## config.mk

```make
export PLATFORM = sky130hd
export DESIGN_NAME = alien_bullet_ctrl
export DESIGN_NICKNAME = d
export VERILOG_FILES = /design/src/rtl/game_pkg.sv /design/src/rtl/alien_bullet_slot.sv /design/src/rtl/alien_bullet_ctrl.sv
export SDC_FILE = /design/constraint.sdc
export NUM_CORES = 1
export LEC_CHECK = 0
export BUFFER_PORTS_ARGS = -buffer_cell sky130_fd_sc_hd__buf_2
export CAP_MARGIN = 5
export CORE_ASPECT_RATIO = 0.6
export CORE_MARGIN = 2
export CORE_UTILIZATION = 58
export CTS_CLUSTER_DIAMETER = 40
export CTS_CLUSTER_SIZE = 12
export DETAILED_ROUTE_END_ITERATION = 6
export PLACE_DENSITY = 0.87
export SETUP_SLACK_MARGIN = 0.05
export SYNTH_ARGS = -nofsm -noshare
export SYNTH_HDL_FRONTEND = slang
export SYNTH_SLANG_ARGS = --single-unit
```

## constraint.sdc

```tcl
create_clock -name clk -period 9.5 [get_ports clk]
set_input_delay 0 -clock clk [delete_from_list [all_inputs] [get_ports clk]]
set_output_delay 0 -clock clk [all_outputs]
set_load 0.05 [all_outputs]
```

## src/rtl/game_pkg.sv

```systemverilog
// Shared playfield and sprite geometry for the alien game blocks.
// Used as parameter defaults by the formation and bullet controllers.
package game_pkg;

  localparam int X_W      = 10;
  localparam int Y_W      = 9;
  localparam int SCREEN_W = 640;
  localparam int SCREEN_H = 480;

  localparam int ALIEN_W  = 16;
  localparam int ALIEN_H  = 16;

  localparam int PLAYER_Y = 440;
  localparam int PLAYER_W = 32;
  localparam int PLAYER_H = 16;

endpackage

```

## src/rtl/alien_bullet_slot.sv

```systemverilog
// One alien bullet slot: load, fall on move, retire at bottom, hitbox test.
// Ports: clk/reset, load/load_x/load_y, move, clear, player_x -> valid, x, y, hit.
module alien_bullet_slot #(
  parameter int BULLET_SPEED = 2,
  parameter int SCREEN_H     = game_pkg::SCREEN_H,
  parameter int PLAYER_Y     = game_pkg::PLAYER_Y,
  parameter int PLAYER_W     = game_pkg::PLAYER_W,
  parameter int PLAYER_H     = game_pkg::PLAYER_H
) (
  input  logic                     clk,
  input  logic                     reset,
  input  logic                     load,
  input  logic [game_pkg::X_W-1:0] load_x,
  input  logic [game_pkg::Y_W-1:0] load_y,
  input  logic                     move,
  input  logic                     clear,
  input  logic [game_pkg::X_W-1:0] player_x,
  output logic                     valid,
  output logic [game_pkg::X_W-1:0] x,
  output logic [game_pkg::Y_W-1:0] y,
  output logic                     hit
);

  import game_pkg::*;

  localparam int BW = X_W + 1;
  localparam int YN = Y_W + 1;

  logic             valid_q, valid_d;
  logic [X_W-1:0]   x_q, x_d;
  logic [Y_W-1:0]   y_q, y_d;
  logic [YN-1:0]    y_nxt;
  logic [BW-1:0]    x_lo, x_hi, xb, yb;

  assign y_nxt = {1'b0, y_q} + YN'(BULLET_SPEED);

  // hitbox bounds are widened so player_x + PLAYER_W never wraps
  assign xb   = {1'b0, x_q};
  assign yb   = BW'(y_q);
  assign x_lo = {1'b0, player_x};
  assign x_hi = x_lo + BW'(PLAYER_W);

  assign hit = valid_q
             && (xb >= x_lo) && (xb < x_hi)
             && (yb >= BW'(PLAYER_Y))
             && (yb < BW'(PLAYER_Y + PLAYER_H));

  always_comb begin
    valid_d = valid_q;
    x_d     = x_q;
    y_d     = y_q;
    priority case (1'b1)
      clear: valid_d = 1'b0;
      move && valid_q: begin
        // a retired bullet keeps its last on-screen y
        if (y_nxt >= YN'(SCREEN_H)) valid_d = 1'b0;
        else y_d = y_nxt[Y_W-1:0];
      end
      load: begin
        valid_d = 1'b1;
        x_d     = load_x;
        y_d     = load_y;
      end
      default: ;
    endcase
  end

  always_ff @(posedge clk) begin
    if (reset) begin
      valid_q <= 1'b0;
      x_q     <= '0;
      y_q     <= '0;
    end else begin
      valid_q <= valid_d;
      x_q     <= x_d;
      y_q     <= y_d;
    end
  end

  assign valid = valid_q;
  assign x     = x_q;
  assign y     = y_q;

endmodule

```

## src/rtl/alien_bullet_ctrl.sv

```systemverilog
// Alien bullet controller: round-robin shooter, slot allocation, hit/drop pulses.
// Ports: clk/reset, move_tick, alien_shoot, alien x/y buses, player_x -> bullets, player_hit, shot_dropped.
module alien_bullet_ctrl #(
  parameter int NUM_ALIENS   = 5,
  parameter int NUM_BULLETS  = 4,
  parameter int BULLET_SPEED = 2,
  parameter int SCREEN_H     = game_pkg::SCREEN_H,
  parameter int ALIEN_W      = game_pkg::ALIEN_W,
  parameter int ALIEN_H      = game_pkg::ALIEN_H,
  parameter int PLAYER_Y     = game_pkg::PLAYER_Y,
  parameter int PLAYER_W     = game_pkg::PLAYER_W,
  parameter int PLAYER_H     = game_pkg::PLAYER_H
) (
  input  logic                                 clk,
  input  logic                                 reset,
  input  logic                                 move_tick,
  input  logic                                 alien_shoot,
  input  logic [game_pkg::X_W*NUM_ALIENS-1:0]  alien_x_flat,
  input  logic [game_pkg::Y_W*NUM_ALIENS-1:0]  alien_y_flat,
  input  logic [game_pkg::X_W-1:0]             player_x,
  output logic [NUM_BULLETS-1:0]               bullet_valid,
  output logic [game_pkg::X_W*NUM_BULLETS-1:0] bullet_x_flat,
  output logic [game_pkg::Y_W*NUM_BULLETS-1:0] bullet_y_flat,
  output logic                                 player_hit,
  output logic                                 shot_dropped
);

  import game_pkg::*;

  localparam int PW = (NUM_ALIENS > 1) ? $clog2(NUM_ALIENS) : 1;
  localparam int XS = X_W + 1;
  localparam int YS = Y_W + 1;

  logic [PW-1:0]          ptr_q, ptr_d;
  logic                   hit_q, hit_d;
  logic                   drop_q, drop_d;
  logic [NUM_BULLETS-1:0] valid, hit, sel, load;
  logic                   any_free, spawn_ok, accept;
  logic [X_W-1:0]         ax;
  logic [Y_W-1:0]         ay;
  logic [XS-1:0]          sx;
  logic [YS-1:0]          sy;

  assign ax = alien_x_flat[int'(ptr_q)*X_W +: X_W];
  assign ay = alien_y_flat[int'(ptr_q)*Y_W +: Y_W];
  assign sx = {1'b0, ax} + XS'(ALIEN_W / 2);
  assign sy = {1'b0, ay} + YS'(ALIEN_H);

  assign spawn_ok = (sx <= XS'((1 << X_W) - 1))
                 && (sy <  YS'(SCREEN_H));

  // lowest free slot, judged on registered valid only
  always_comb begin
    sel      = '0;
    any_free = 1'b0;
    for (int i = 0; i < NUM_BULLETS; i++) begin
      if (!valid[i] && !any_free) begin
        sel[i]   = 1'b1;
        any_free = 1'b1;
      end
    end
  end

  assign accept = alien_shoot && any_free && spawn_ok;
  assign load   = accept ? sel : '0;

  always_comb begin
    ptr_d  = ptr_q;
    drop_d = alien_shoot && !accept;
    hit_d  = |hit;
    if (accept) begin
      if (ptr_q == PW'(NUM_ALIENS - 1)) ptr_d = '0;
      else ptr_d = ptr_q + 1'b1;
    end
  end

  always_ff @(posedge clk) begin
    if (reset) begin
      ptr_q  <= '0;
      hit_q  <= 1'b0;
      drop_q <= 1'b0;
    end else begin
      ptr_q  <= ptr_d;
      hit_q  <= hit_d;
      drop_q <= drop_d;
    end
  end

  for (genvar g = 0; g < NUM_BULLETS; g++) begin : g_slot
    alien_bullet_slot #(
      .BULLET_SPEED(BULLET_SPEED),
      .SCREEN_H    (SCREEN_H),
      .PLAYER_Y    (PLAYER_Y),
      .PLAYER_W    (PLAYER_W),
      .PLAYER_H    (PLAYER_H)
    ) u_slot (
      .clk     (clk),
      .reset   (reset),
      .load    (load[g]),
      .load_x  (sx[X_W-1:0]),
      .load_y  (sy[Y_W-1:0]),
      .move    (move_tick),
      .clear   (hit[g]),
      .player_x(player_x),
      .valid   (valid[g]),
      .x       (bullet_x_flat[g*X_W +: X_W]),
      .y       (bullet_y_flat[g*Y_W +: Y_W]),
      .hit     (hit[g])
    );
  end

  assign bullet_valid = valid;
  assign player_hit   = hit_q;
  assign shot_dropped = drop_q;

endmodule

```

---- Yosys cells after proc, flatten, opt, wreduce, memory -nomap -nowiden ----
Cells that the tools add are included.
storage, ports and cells
  flip-flop bits (word level) ............. 85
  output and inout port bits .............. 82
  word-level logic and storage cells ...... 153
operators by class
  add/sub/neg operators ................... 8
  $mul .................................... 2
  magnitude comparators ................... 22
  equality and inequality tests ........... 9
  shifts and indexed selects .............. 2
  mux-type cells .......................... 33
  bitwise gates (word level) .............. 8
  reductions and logical operators ........ 54
operators by type and width
  operator               count
  $mux 9                 12
  $shiftx 50x8->10       1
  $shiftx 45x8->9        1
  $lt 10x11->1           4
  $add 9x2->10 const B   4
  $ge 10x10->1           4
  $ge 10x9->1 const B    4
  $ge 9x9->1 const B     4
  $lt 9x9->1 const B     4
  $logic_and 1x1->1      27
  $reduce_and 3->1       8
  $mux 1                 19
  $ne 2x2->1 const B     8
  $add 10x4->11 const B  1
  $add 10x6->11 const B  1
  $le 11x10->1 const B   1
  $add 9x5->10 const B   1
  $lt 10x9->1 const B    1
  $not 1->1              8
  $reduce_and 2->1       4
  $reduce_bool 2->1      4
  $reduce_or 2->1        4
  $mul 3x4->7 const B    1
  $logic_not 1->1        6
  6 further kinds        6

---- Depth between registers and ports, before layout ----
Gate-level depths: netlist of run 1.
  depth after elaboration ................. 14
  mapped depth ............................ 16

---- Modules after synthesis ----
Synthesis of run 1 repeated with hierarchy kept, for this count alone.
unflattened totals
  cell total of the unflattened synthesis .. 962
  area, all modules ....................... 7702.4 um2
modules (own cells, without submodules)
  module                                     times used  cells each  area an instance (um2)  seq. area each (um2)
  alien_bullet_slot at g_slot[0].u_slot ...  3           202         1547.7                  400.4
  alien_bullet_slot at g_slot[2].u_slot      1           201         1542.7                  400.4
  alien_bullet_ctrl                          1           155         1516.5                  100.1

---- Least setup slack after synthesis of run 1 ----
Ideal clock, no wire load.
  path type ............................... reg2reg
  start point ............................. register ptr_q[1]
  end point ............................... register g_slot[2].u_slot.y_q[7]
  setup time .............................. 0.116 ns
  arrival time ............................ 3.112 ns
  required time ........................... 9.384 ns
  path slack .............................. 6.272 ns
  stages on the path, launching flop included .. 13
  period minus slack after synthesis ...... 3.228 ns
  path through ............................ dfxtp_1 -> buf_4 -> clkbuf_1 -> clkbuf_1 -> o31a_1 -> inv_1 -> ha_1 -> and2_1 -> buf_1 -> a211oi_2 -> nand2_4 -> or4_1 -> o211a_1
on the way
  longest elaborated chain between the ends .. 9
  elaborated cells on any way between the ends .. 15
  those cells by class .................... 2 x add/sub; 2 x mul; 2 x order compare; 2 x shift; 3 x mux; 4 x reduce/logical
ends and longest elaborated chain
  item                                                 line                                              text
  from (decl)                                          alien_bullet_ctrl.sv:34                           logic [PW-1:0] ptr_q, ptr_d;
  from (signal assigned)                               alien_bullet_ctrl.sv:83                           ptr_q <= ptr_d;
  $mul 3x4->7 or $mul 3x3->6 (tied branches)           alien_bullet_ctrl.sv:45, alien_bullet_ctrl.sv:44
  $shiftx 45x8->9 or $shiftx 50x8->10 (tied branches)  alien_bullet_ctrl.sv:45, alien_bullet_ctrl.sv:44
  $add 9x5->10 or $add 10x4->11 (tied branches)        alien_bullet_ctrl.sv:47, alien_bullet_ctrl.sv:46
  $lt 10x9->1 or $le 11x10->1 (tied branches)          alien_bullet_ctrl.sv:50, alien_bullet_ctrl.sv:49
  $logic_and 1x1->1                                    alien_bullet_ctrl.sv:50                           && (sy < YS'(SCREEN_H));
  $logic_and 1x1->1                                    alien_bullet_ctrl.sv:64                           assign accept = alien_shoot && any_free && spawn_ok;
  $mux 4                                               alien_bullet_ctrl.sv:65                           assign load = accept ? sel : '0;
  $reduce_bool 2->1 (no line)                          --
  $reduce_and 3->1 (no line)                           --
  to (signal assigned)                                 alien_bullet_slot.sv:76                           y_q <= y_d;
  to (decl)                                            alien_bullet_slot.sv:31                           logic [Y_W-1:0] y_q, y_d;
Parallel ways exist; a longest one is shown, timed or not. The select of a mux whose other input is x is not followed.
A chain may end at the register's enable or synchronous reset.

---- Worst setup path in the final report of run 1 ----
  start point ............................. register ptr_q[0]
  end point ............................... register g_slot[0].u_slot.y_q[1]
on the way
  longest elaborated chain between the ends .. 9
  elaborated cells on any way between the ends .. 15
  those cells by class .................... 2 x add/sub; 2 x mul; 2 x order compare; 2 x shift; 3 x mux; 4 x reduce/logical
ends and longest elaborated chain
  item                                                 line
  $mul 3x4->7 or $mul 3x3->6 (tied branches)           alien_bullet_ctrl.sv:45, alien_bullet_ctrl.sv:44
  $shiftx 45x8->9 or $shiftx 50x8->10 (tied branches)  alien_bullet_ctrl.sv:45, alien_bullet_ctrl.sv:44
  $add 9x5->10 or $add 10x4->11 (tied branches)        alien_bullet_ctrl.sv:47, alien_bullet_ctrl.sv:46
  $lt 10x9->1 or $le 11x10->1 (tied branches)          alien_bullet_ctrl.sv:50, alien_bullet_ctrl.sv:49
  $logic_and 1x1->1                                    alien_bullet_ctrl.sv:50
  $logic_and 1x1->1                                    alien_bullet_ctrl.sv:64
  $mux 4                                               alien_bullet_ctrl.sv:65
  $reduce_bool 2->1 (no line)                          --
  $reduce_and 3->1 (no line)                           --
  to (signal assigned)                                 alien_bullet_slot.sv:76
  to (decl)                                            alien_bullet_slot.sv:31
Parallel ways exist; a longest one is shown, timed or not. The select of a mux whose other input is x is not followed.

==> results of run 1 <==
-- cell usage in the layout (no fill, tap or decap), types with 4 or more instances in the layout --
cell type and n:
a211oi_1 17, a21o_1 11, a21oi_1 71, a22o_1 4, a22oi_1 12, a311oi_1 4
a31oi_1 12, and2_1 4, and3_1 15, buf_2 190, clkbuf_16 9, dfxtp_1 84
ha_1 74, inv_1 44, mux2_2 8, mux2i_1 46, mux4_2 9, nand2_1 64
nand2b_1 5, nand3_1 36, nand4_1 4, nor2_1 72, nor2b_1 8, nor3_1 21
nor4_1 4, o2111ai_1 4, o211ai_1 10, o21a_1 12, o21ai_0 31, o22a_1 4
o22ai_1 5, o32ai_1 11, or3_1 5, or4_1 7, xnor2_1 11
-- final timing paths --
kind	start	endpoint	cells past startpoint
min	move_tick	g_slot[3].u_slot.y[1]$_SDFFE_PP0P_	3
max	ptr_q[0]$_SDFFE_PP0P_	g_slot[0].u_slot.y[1]$_SDFFE_PP0P_	12
max reg2reg	ptr_q[0]$_SDFFE_PP0P_	g_slot[0].u_slot.y[1]$_SDFFE_PP0P_	12
min reg2reg	g_slot[1].u_slot.x[0]$_SDFFE_PP0P_	g_slot[1].u_slot.x[0]$_SDFFE_PP0P_	2
-- area by class of cell --
class | count | area, um^2
timing repair buffer | 194 | 983.4
clock inverter | 6 | 62.56
multi-input combinational | 657 | 4766
sequential | 85 | 1703
fill | 923 | 3326
tap | 160 | 200.2
inverter | 45 | 168.9
clock buffer | 10 | 239.0
-- worst register-to-register path, delay by kind of cell, from the launching register on --
family | cells | cell delay, ns
DFF | 1 | 1.05
muxes | 1 | 0.45
and+or+nand+nor | 1 | 0.62
adders and majority gates | 1 | 0.23
buffers and inverters | 1 | 0.08
xor gates and xnor gates | 1 | 0.21
AOI/OAI and AO/OA | 7 | 2.02
-- state kept, by name (all words and copies together), names as in the netlist --
signal / count
g_slot.u_slot.y: 36
g_slot.u_slot.valid: 4
player_hit: 1
ptr_q: 3
shot_dropped: 1
g_slot.u_slot.x: 40
-- per-layer routing --
metal	wire (um)	up-vias	share of wire (%)
met2	9934	457	44
met1	9763	3417	43
met5	0	-	0
met4	529	0	2.3
li1	-	3435	-
met3	2572	50	11
-- repair_timing --
action                    4_1_cts  5_1_grt
hold buffers                    1        0
hold endpoints to repair        1        0
resized for setup               0        0
-- power groups by stage --
stage | Clock (mW) | Combinational, mW | Sequential, mW
floorplan | 0 | 0.263 | 0.485
global placement | 0 | 0.425 | 0.433
detailed placement | 0 | 0.435 | 0.433
CTS | 0.356 | 0.438 | 0.425
global route | 0.371 | 0.479 | 0.431
finish | 0.356 | 0.447 | 0.428
-- through the flow --
step | hold slack, ns | cells | setup slack, ns | total power, mW | area [um^2]
after detailed placement | 0.2704 | 1140 | 4.867 | 0.8676 | 7811
final | 0.1058 | 1157 | 4.756 | 1.230 | 8123
after global routing | 0.1133 | 1157 | 4.426 | 1.281 | 8123
after CTS | 0.08867 | 1157 | 4.824 | 1.219 | 8123
after floorplan | 0.1459 | 834 | 6.272 | 0.7480 | 6922
after global placement | 0.2644 | 1140 | 5.005 | 0.8576 | 7811
-- logic make-up (layout without fill, tap and decap cells) --
kind of cell,count (synthesis),count (layout)
adders and majority gates,74,74
and+or+nand+nor,263,263
AOI/OAI and AO/OA,243,243
DFF,85,85
xor gates and xnor gates,12,12
buffers and inverters,92,255
muxes,65,65
==> summary.txt, run 1 <==
Run status
  • Run status: complete, no violations

Critical path
  • Largest delay share family, worst path: compound AO/OA/AOI/OAI gates
  • Startpoint Class: register
  • Worst path cell trace: mux2_2, a21oi_1, o22a_1, inv_1, ha_1, xnor2_1, o21a_1, a41oi_2, o21a_1, nand2_2, a221o_1, a21oi_1
  • CP Capture Type: register
  • Arrival time worst endpoint: 5.01 ns
  • Reg2Reg Setup Slack: 4.76 ns
  • Crit-path max cell delay: 1.05 ns
  • CP Max Fanout: 44
  • Crit path buf inv count: 1
  • CP max-delay cell: dfxtp_2
  • Req. time, crit path: 9.77 ns
  • Crit path kind: register to register

Power and ir drop
  • Comb power frac: 36.3%
  • Power Dens Cells: 151.4 nW/um^2
  • Max IR drop VDD: 0.08770 mV
  • Clock power frac: 28.9%
  • Pleak: 3.860 nW
  • Reg power frac: 34.8%
  • Int Pwr: 748.4 uW
  • Switching Fraction: 39.16%
  • Net load switching power: 481.8 uW

Synth
  • Main combinational cell family by area after synthesis: compound AO/OA/AOI/OAI gates
  • Most frequent cell after synthesis: dfxtp_1
  • Post-Syn Instances: 834
  • Post-Synth Adder-Cell Area: 13.38%
  • Netlist cell types: 80
  • Post-Synth XOR/XNOR Area: 1.518%
  • Yosys warnings: 0
  • Post-synthesis register bit count: 85
  • Post-synthesis compound-gate area fraction: 24.04%
  • Syn Nets: 1017
  • Synth Area in Simple Gates: 18.66%
  • Register area share after synthesis: 24.58%
  • Synth top cells by count: dfxtp_1 (85), ha_1 (74), nor2_1 (72)
  • Synthesized area: 6922 um^2
  • Post-synth EDFFs: 0
  • Most area-consuming cells after synthesis: dfxtp_1 (25%), ha_1 (13%), mux2i_1 (6.7%)
  • Yosys top cell area share: 24.58%
  • Top_reg_cell synth: dfxtp_1
  • Post-synth ARST share: 0%
  • Area leader, netlist: dfxtp_1
  • Synthesized area per cell: 8.299 um^2
  • Post-synthesis mux area share: 11.26%

Route
  • First-pass iteration count of the detailed router: 5
  • Vias: 7359
  • Starting DRT DRC Count: 841
  • Routed vias/inst: 6.360
  • Final ANT Viol Nets: 0
  • DR WL/cell: 19.71 um
  • Post-route DRC: 0
  • Routed wire length: 22.80 mm

Global routing
  • Initial antenna violation count: 0
  • Vias in the first global route: 6805
  • Global route total overflow: 0
  • GRT busiest layer: met2
  • M3 GR Usage: 7.990%
  • Largest net degree at the start of global routing: 86
  • Global-route wire length before repair: 35.54 mm
  • Met1 GRT Util: 48.24%
  • M2 GR Usage: 55.45%
  • GRT Overall Usage: 35.09%

Cells and area
  • # diodes: 0
  • Syn-to-layout area delta: 17.35%
  • Post-layout net count: 1175
  • Final core utilization: 70.95%
  • Share of layout cells above drive strength 1: 24.37%

Die
  • Starting Density: 60.46%
  • Die Span Y: 88.62 um
  • Core Box Area: 11450 um^2
  • Std-Cell Rows: 30
  • DIE AREA: 12850 um^2
  • Ports: 191
  • Die width: 145.0 um

Flow run
  • Max Cap Viol: 0

Clocking
  • Sink Count: 85
  • Clk buf depth: 2
  • Worst-path clk slew: 0.07 ns
  • CTS buffer count: 9
  • Setup repair bufs after CTS: 0
  • Clk Tree Root Cell: clkbuf_16
  • H-tree depth: 3
  • CTS tree: yes
  • Clk Latency, worst-skew pair: 0.34 ns

Timing
  • Final Hold Fails: 0
  • RSZ-0062 raised after global routing: false
  • Slew headroom: 27.09%
  • Crit path time final: 4.744 ns
  • Max Slew Vio Count: 0
  • FMAX: 0.2108 GHz
  • Tcrit/Tclk final: 49.94%
  • Skew final: 0.007505 ns
  • Setup-failing EPs final: 0
  • Total negative slack: 0 ns
  • Worst-Margin Slew: 1.094 ns

Min path
  • HP Class: primary input to register

Place
  • RePlAce Congestion: 0.9606
  • Port Buffers: 190
  • Dpl hpwl: 17.53 mm
(Power assumes the default switching activity.)
==> inputs of run 2 (changes only) <==
Settings changed: CORE_UTILIZATION 58 to 49, PLACE_DENSITY 0.87 to 0.78.
Clock period 9.5 ns to 3.89 ns, I/O delays scaled along.
==> summary.txt, run 2 (synthesis gave the netlist of run 1 again) <==
Cells and area
  • Most frequent cells in the layout: buf_2 (190), dfxtp_1 (84), ha_1 (74), nor2_1 (72), a21oi_1 (70)
  • Final core utilization: 60.81%
  • # diodes: 0
  • Share of layout cells above drive strength 1: 26.20%
  • Max reg flops: 40
  • Fill count: 1300
  • Post-layout net count: 1197
  • Most common cell after layout, fill and taps aside: buf_2
  • Non-Filler Instances: 1211
  • Syn-to-layout area delta: 20.43%

Clocking
  • Clk Latency, worst-skew pair: 0.35 ns
  • CTS tree: yes
  • Sink Count: 85
  • CTS buffer count: 9
  • Clk buf depth: 2
  • Worst-path clk slew: 0.07 ns
  • H-tree depth: 3
  • Setup repair bufs after CTS: 0
  • Clk Tree Root Cell: clkbuf_16

Die
  • Ports: 191
  • Die Span Y: 96.06 um
  • Die width: 157.4 um
  • Core Box Area: 13710 um^2
  • Std-Cell Rows: 33
  • DIE AREA: 15120 um^2
  • Starting Density: 50.49%

Power and ir drop
  • Design Power: 3.012 mW
  • Clock power frac: 27.6%
  • Comb power frac: 38.5%
  • Power Dens Cells: 361.3 nW/um^2
  • Int Pwr: 1.797 mW
  • Max IR drop VDD: 0.1989 mV
  • Reg power frac: 33.9%
  • Pleak: 3.959 nW
  • Switching Fraction: 40.32%
  • Net load switching power: 1.214 mW

Timing
  • Worst hold slack: 0.1464 ns
  • RSZ-0062 raised after global routing: false
  • Total negative slack: 0 ns
  • Slew headroom: 42.86%
  • Skew final: 0.009680 ns
  • Max Slew Vio Count: 0
  • Final Hold Fails: 0
  • Crit path time final: 3.611 ns
  • FMAX: 0.2770 GHz
  • Setup-failing EPs final: 0
  • Worst-Margin Slew: 0.8482 ns
  • Tcrit/Tclk final: 92.82%

Run status
  • Run status: complete, no violations

Critical path
  • CP Max Fanout: 13
  • Reg2Reg Setup Slack: 0.28 ns
  • CP Capture Type: register
  • Crit path kind: register to register
  • Worst reg2reg endpoint: g_slot[3].u_slot.y[1]$_SDFFE_PP0P_
  • Crit. Startpoint: ptr_q[0]$_SDFFE_PP0P_
  • FF-to-FF path depth: 11
  • Req. time, crit path: 4.16 ns
  • Startpoint Class: register
  • Setup crit end: g_slot[3].u_slot.y[1]$_SDFFE_PP0P_
  • R2r startpoint: ptr_q[0]$_SDFFE_PP0P_
  • Arrival time worst endpoint: 3.88 ns

Route
  • First-pass iteration count of the detailed router: 7
  • Routed vias/inst: 5.997
  • Routed wire length: 22.78 mm
  • Vias: 7262
  • DR WL/cell: 18.81 um
  • Post-route DRC: 0
  • Starting DRT DRC Count: 592
  • Final ANT Viol Nets: 0

Global routing
  • Global-route wire length before repair: 34.94 mm
  • Initial antenna violation count: 0
  • Global route total overflow: 0
  • Vias in the first global route: 6614
  • Largest net degree at the start of global routing: 48
  • GRT Overall Usage: 30.14%

Place
  • RePlAce Congestion: 0.9688
  • Dpl hpwl: 18.08 mm
  • Placed Cells: 1194
  • Port Buffers: 190

Min path
  • HP Class: primary input to register

Flow run
  • Max Cap Viol: 0
## run 2: changes by cell type in the layout (fill, tap and decap cells not counted), sizes merged
cell / change
buf: +22
clkbuf: +1
bufinv: -1
## run 2: area by class of cell
cell class,instances,area [um^2],share of cell area [%]
flip-flops and latches,85,1703,20.43
well taps,192,240.2,2.882
clock inverters,5,36.28,0.4353
clock buffers,11,242.7,2.912
multi-input cells,657,4783,57.39
repair buffers,216,1161,13.93
inverters,45,168.9,2.026
## run 2: critical path, cell delays in order (launching register included)
cell and delay [ns]:
dfxtp_2 0.47, buf_4 0.27, buf_4 0.24, mux2i_1 0.34, o31a_1 0.19, inv_1 0.05, ha_1 0.40, and2_1 0.29
a211oi_4 0.36, nand2_2 0.28, or3_1 0.45, a31oi_1 0.20
## run 2: timing repair
action / in CTS / in global routing
gates resized for setup: 0 / 4
hold buffers: 1 / 0
endpoints found under the setup margin: 0 / 10
endpoints found under the hold margin: 1 / 0
## run 2: per-layer routing
metal	vias up	share of wire, %	global-route usage (%)	routed length [um]
met5	-	0	0	0
met1	3355	45	42.08	10240
met3	40	10	6.889	2327
met4	0	1.8	9.470	415
met2	378	43	46.29	9797
li1	3489	-	-	-
## run 2: power groups by stage
| stage | Sequential, mW | Combinational (mW) | Clock (mW) |
|---|---|---|---|
| final | 1.02 | 1.16 | 0.832 |
| after global routing | 1.03 | 1.24 | 0.879 |
| after CTS | 1.02 | 1.13 | 0.845 |
| after detailed placement | 1.04 | 1.13 | 0 |
| after global placement | 1.04 | 1.11 | 0 |
| after floorplan | 1.19 | 0.641 | 0 |
## run 2: worst min path at each step
| stage | depth (start not counted) | start | end |
|---|---|---|---|
| global route | 3 | move_tick | g_slot[3].u_slot.y[1]$_SDFFE_PP0P_ |
| detailed placement | 2 | alien_shoot | shot_dropped$_SDFF_PP0_ |
| floorplan | 1 | alien_shoot | shot_dropped$_SDFF_PP0_ |
| global placement | 2 | alien_shoot | shot_dropped$_SDFF_PP0_ |
| finish | 3 | move_tick | g_slot[3].u_slot.y[1]$_SDFFE_PP0P_ |
| CTS | 3 | move_tick | g_slot[3].u_slot.y[1]$_SDFFE_PP0P_ |
## run 2: through the flow
| step | instance area [um^2] | setup slack [ns] |
|---|---|---|
| 4_1_cts | 8318 | 0.1677 |
| 2_1_floorplan | 6922 | 0.6620 |
| 6_report | 8335 | 0.2793 |
| 5_1_grt | 8335 | 0.08488 |
| 3_3_place_gp | 8029 | 0.3345 |
| 3_5_place_dp | 8029 | 0.2734 |
==> inputs of run 3 (changes only) <==
Settings changed: CORE_UTILIZATION 49 to 58, PLACE_DENSITY 0.78 to 0.87.
Clock period 3.89 ns to 4.18 ns, I/O delays scaled along.
==> summary.txt, run 3 (synthesis gave the netlist of run 1 again) <==
Run status
  • Run status: complete, no violations

Timing
  • RSZ-0062 raised after global routing: false
  • Tcrit/Tclk final: 92.91%
  • Slew headroom: 34.89%
  • Total negative slack: 0 ns
  • Crit path time final: 3.884 ns
  • Skew final: 0.005322 ns
  • Max Slew Vio Count: 0
  • Post-route setup slack: 0.2963 ns
  • Setup-failing EPs final: 0
  • Final Hold Fails: 0
  • Worst-Margin Slew: 0.9766 ns
  • FMAX: 0.2575 GHz

Clocking
  • H-tree depth: 3
  • Clk Tree Root Cell: clkbuf_16
  • Clk buf depth: 2
  • CTS buffer count: 9
  • CTS tree: yes
  • Setup repair bufs after CTS: 0
  • Worst-path clk slew: 0.06 ns
  • Sink Count: 85
  • Clk Latency, worst-skew pair: 0.35 ns

Die
  • Die width: 145.0 um
  • Starting Density: 60.46%
  • Ports: 191
  • Std-Cell Rows: 30
  • DIE AREA: 12850 um^2
  • Core Box Area: 11450 um^2
  • Die Span Y: 88.62 um

Cells and area
  • Most common cell after layout, fill and taps aside: buf_2
  • Most frequent cells in the layout: buf_2 (190), dfxtp_1 (83), ha_1 (74), nor2_1 (72), a21oi_1 (71)
  • Post-layout net count: 1192
  • Reg area: 1704 um^2
  • Share of layout cells above drive strength 1: 25.54%
  • # diodes: 0
  • Multi-input logic area: 4777 um^2
  • Max reg flops: 40
  • Syn-to-layout area delta: 19.27%
  • Fill count: 900

Route
  • Routed wire length: 23.13 mm
  • Routed vias/inst: 6.525
  • Final ANT Viol Nets: 0
  • Vias: 7660
  • Starting DRT DRC Count: 1089
  • First-pass iteration count of the detailed router: 6
  • Post-route DRC: 0
  • DR WL/cell: 19.70 um

Critical path
  • Crit path buf inv count: 1
  • Crit path kind: register to register
  • CP max-delay cell: or2_1
  • Startpoint Class: register
  • Crit-path max cell delay: 0.50 ns
  • Arrival time worst endpoint: 4.12 ns
  • Req. time, crit path: 4.42 ns
  • CP Max Fanout: 14
  • CP Capture Type: register
  • Largest delay share family, worst path: compound AO/OA/AOI/OAI gates
  • Worst path cell trace: buf_4, mux2_1, a21oi_1, o22ai_2, ha_1, xnor2_1, o21a_1, a41oi_2, o21ai_0, or2_1, nand2_1, a311oi_1

Place
  • RePlAce Congestion: 0.9555
  • Dpl hpwl: 17.89 mm
  • Port Buffers: 190
  • Setup WS pre-CTS: 0.3236 ns

Power and ir drop
  • Pleak: 3.949 nW
  • Design Power: 2.848 mW
  • Power Dens Cells: 345.0 nW/um^2
  • Max IR drop VDD: 0.1656 mV

Min path
  • HP Class: primary input to register

Global routing
  • Global-route wire length before repair: 35.89 mm
  • Initial antenna violation count: 0
  • Largest net degree at the start of global routing: 86
  • Vias in the first global route: 6897
  • GRT Overall Usage: 35.69%
  • Global route total overflow: 0

Flow run
  • Max Cap Viol: 0
run 3: worst register-to-register path, stage by stage, from the launching register on:
cell	delay, ns
dfxtp_2	0.45
buf_4	0.24
mux2_1	0.34
a21oi_1	0.19
o22ai_2	0.13
ha_1	0.25
xnor2_1	0.44
o21a_1	0.21
a41oi_2	0.14
o21ai_0	0.36
or2_1	0.50
nand2_1	0.16
a311oi_1	0.35
run 3: where the power goes:
part / switching, mW / internal (mW)
Combinational: 0.697 / 0.378
Sequential: 0.0878 / 0.865
Clock: 0.342 / 0.478
Total: 1.13 / 1.72
run 3: metrics by stage:
stage               utilization, %  instances  cell area, um^2  hold WS [ns]
CTS                          72.00       1174             8243       0.08933
global placement             69.34       1157             7939        0.2713
global route                 72.11       1174             8255        0.1374
finish                       72.11       1174             8255        0.1017
detailed placement           69.34       1157             7939        0.2741
floorplan                        -        834             6922        0.1459
run 3: what timing repair did:
item | 4_1_cts | 5_1_grt
endpoints found under the hold margin | 1 | 0
resized for setup | 0 | 2
hold buffers | 1 | 0
endpoints found under the setup margin | 0 | 16
run 3: final cells by class:
cell class              instances  share of cell area, %
well taps                     160                  2.425
clock buffers                  12                  2.986
repair buffers                211                  13.46
flip-flops and latches         85                  20.64
clock inverters                 4                 0.5759
inverters                      45                  2.046
multi-input cells             657                  57.87
run 3: final timing paths:
kind / startpoint / to / slack [ns] / depth (start not counted)
worst min register to register: g_slot[3].u_slot.x[1]$_SDFFE_PP0P_ / g_slot[3].u_slot.x[1]$_SDFFE_PP0P_ / 0.48 / 2
worst max-delay path: ptr_q[0]$_SDFFE_PP0P_ / g_slot[1].u_slot.y[1]$_SDFFE_PP0P_ / 0.30 / 12
worst max register to register: ptr_q[0]$_SDFFE_PP0P_ / g_slot[1].u_slot.y[1]$_SDFFE_PP0P_ / 0.30 / 12
worst min-delay path: move_tick / g_slot[3].u_slot.y[1]$_SDFFE_PP0P_ / 0.10 / 3
run 3: per-layer routing:
layer / up-vias / routed length [um] / GRT usage (%)
met3: 65 / 2844 / 6.598
met5: - / 0 / 0
met4: 0 / 749 / 13.23
li1: 3490 / - / -
met1: 3570 / 9536 / 48.77
met2: 535 / 9998 / 57.36
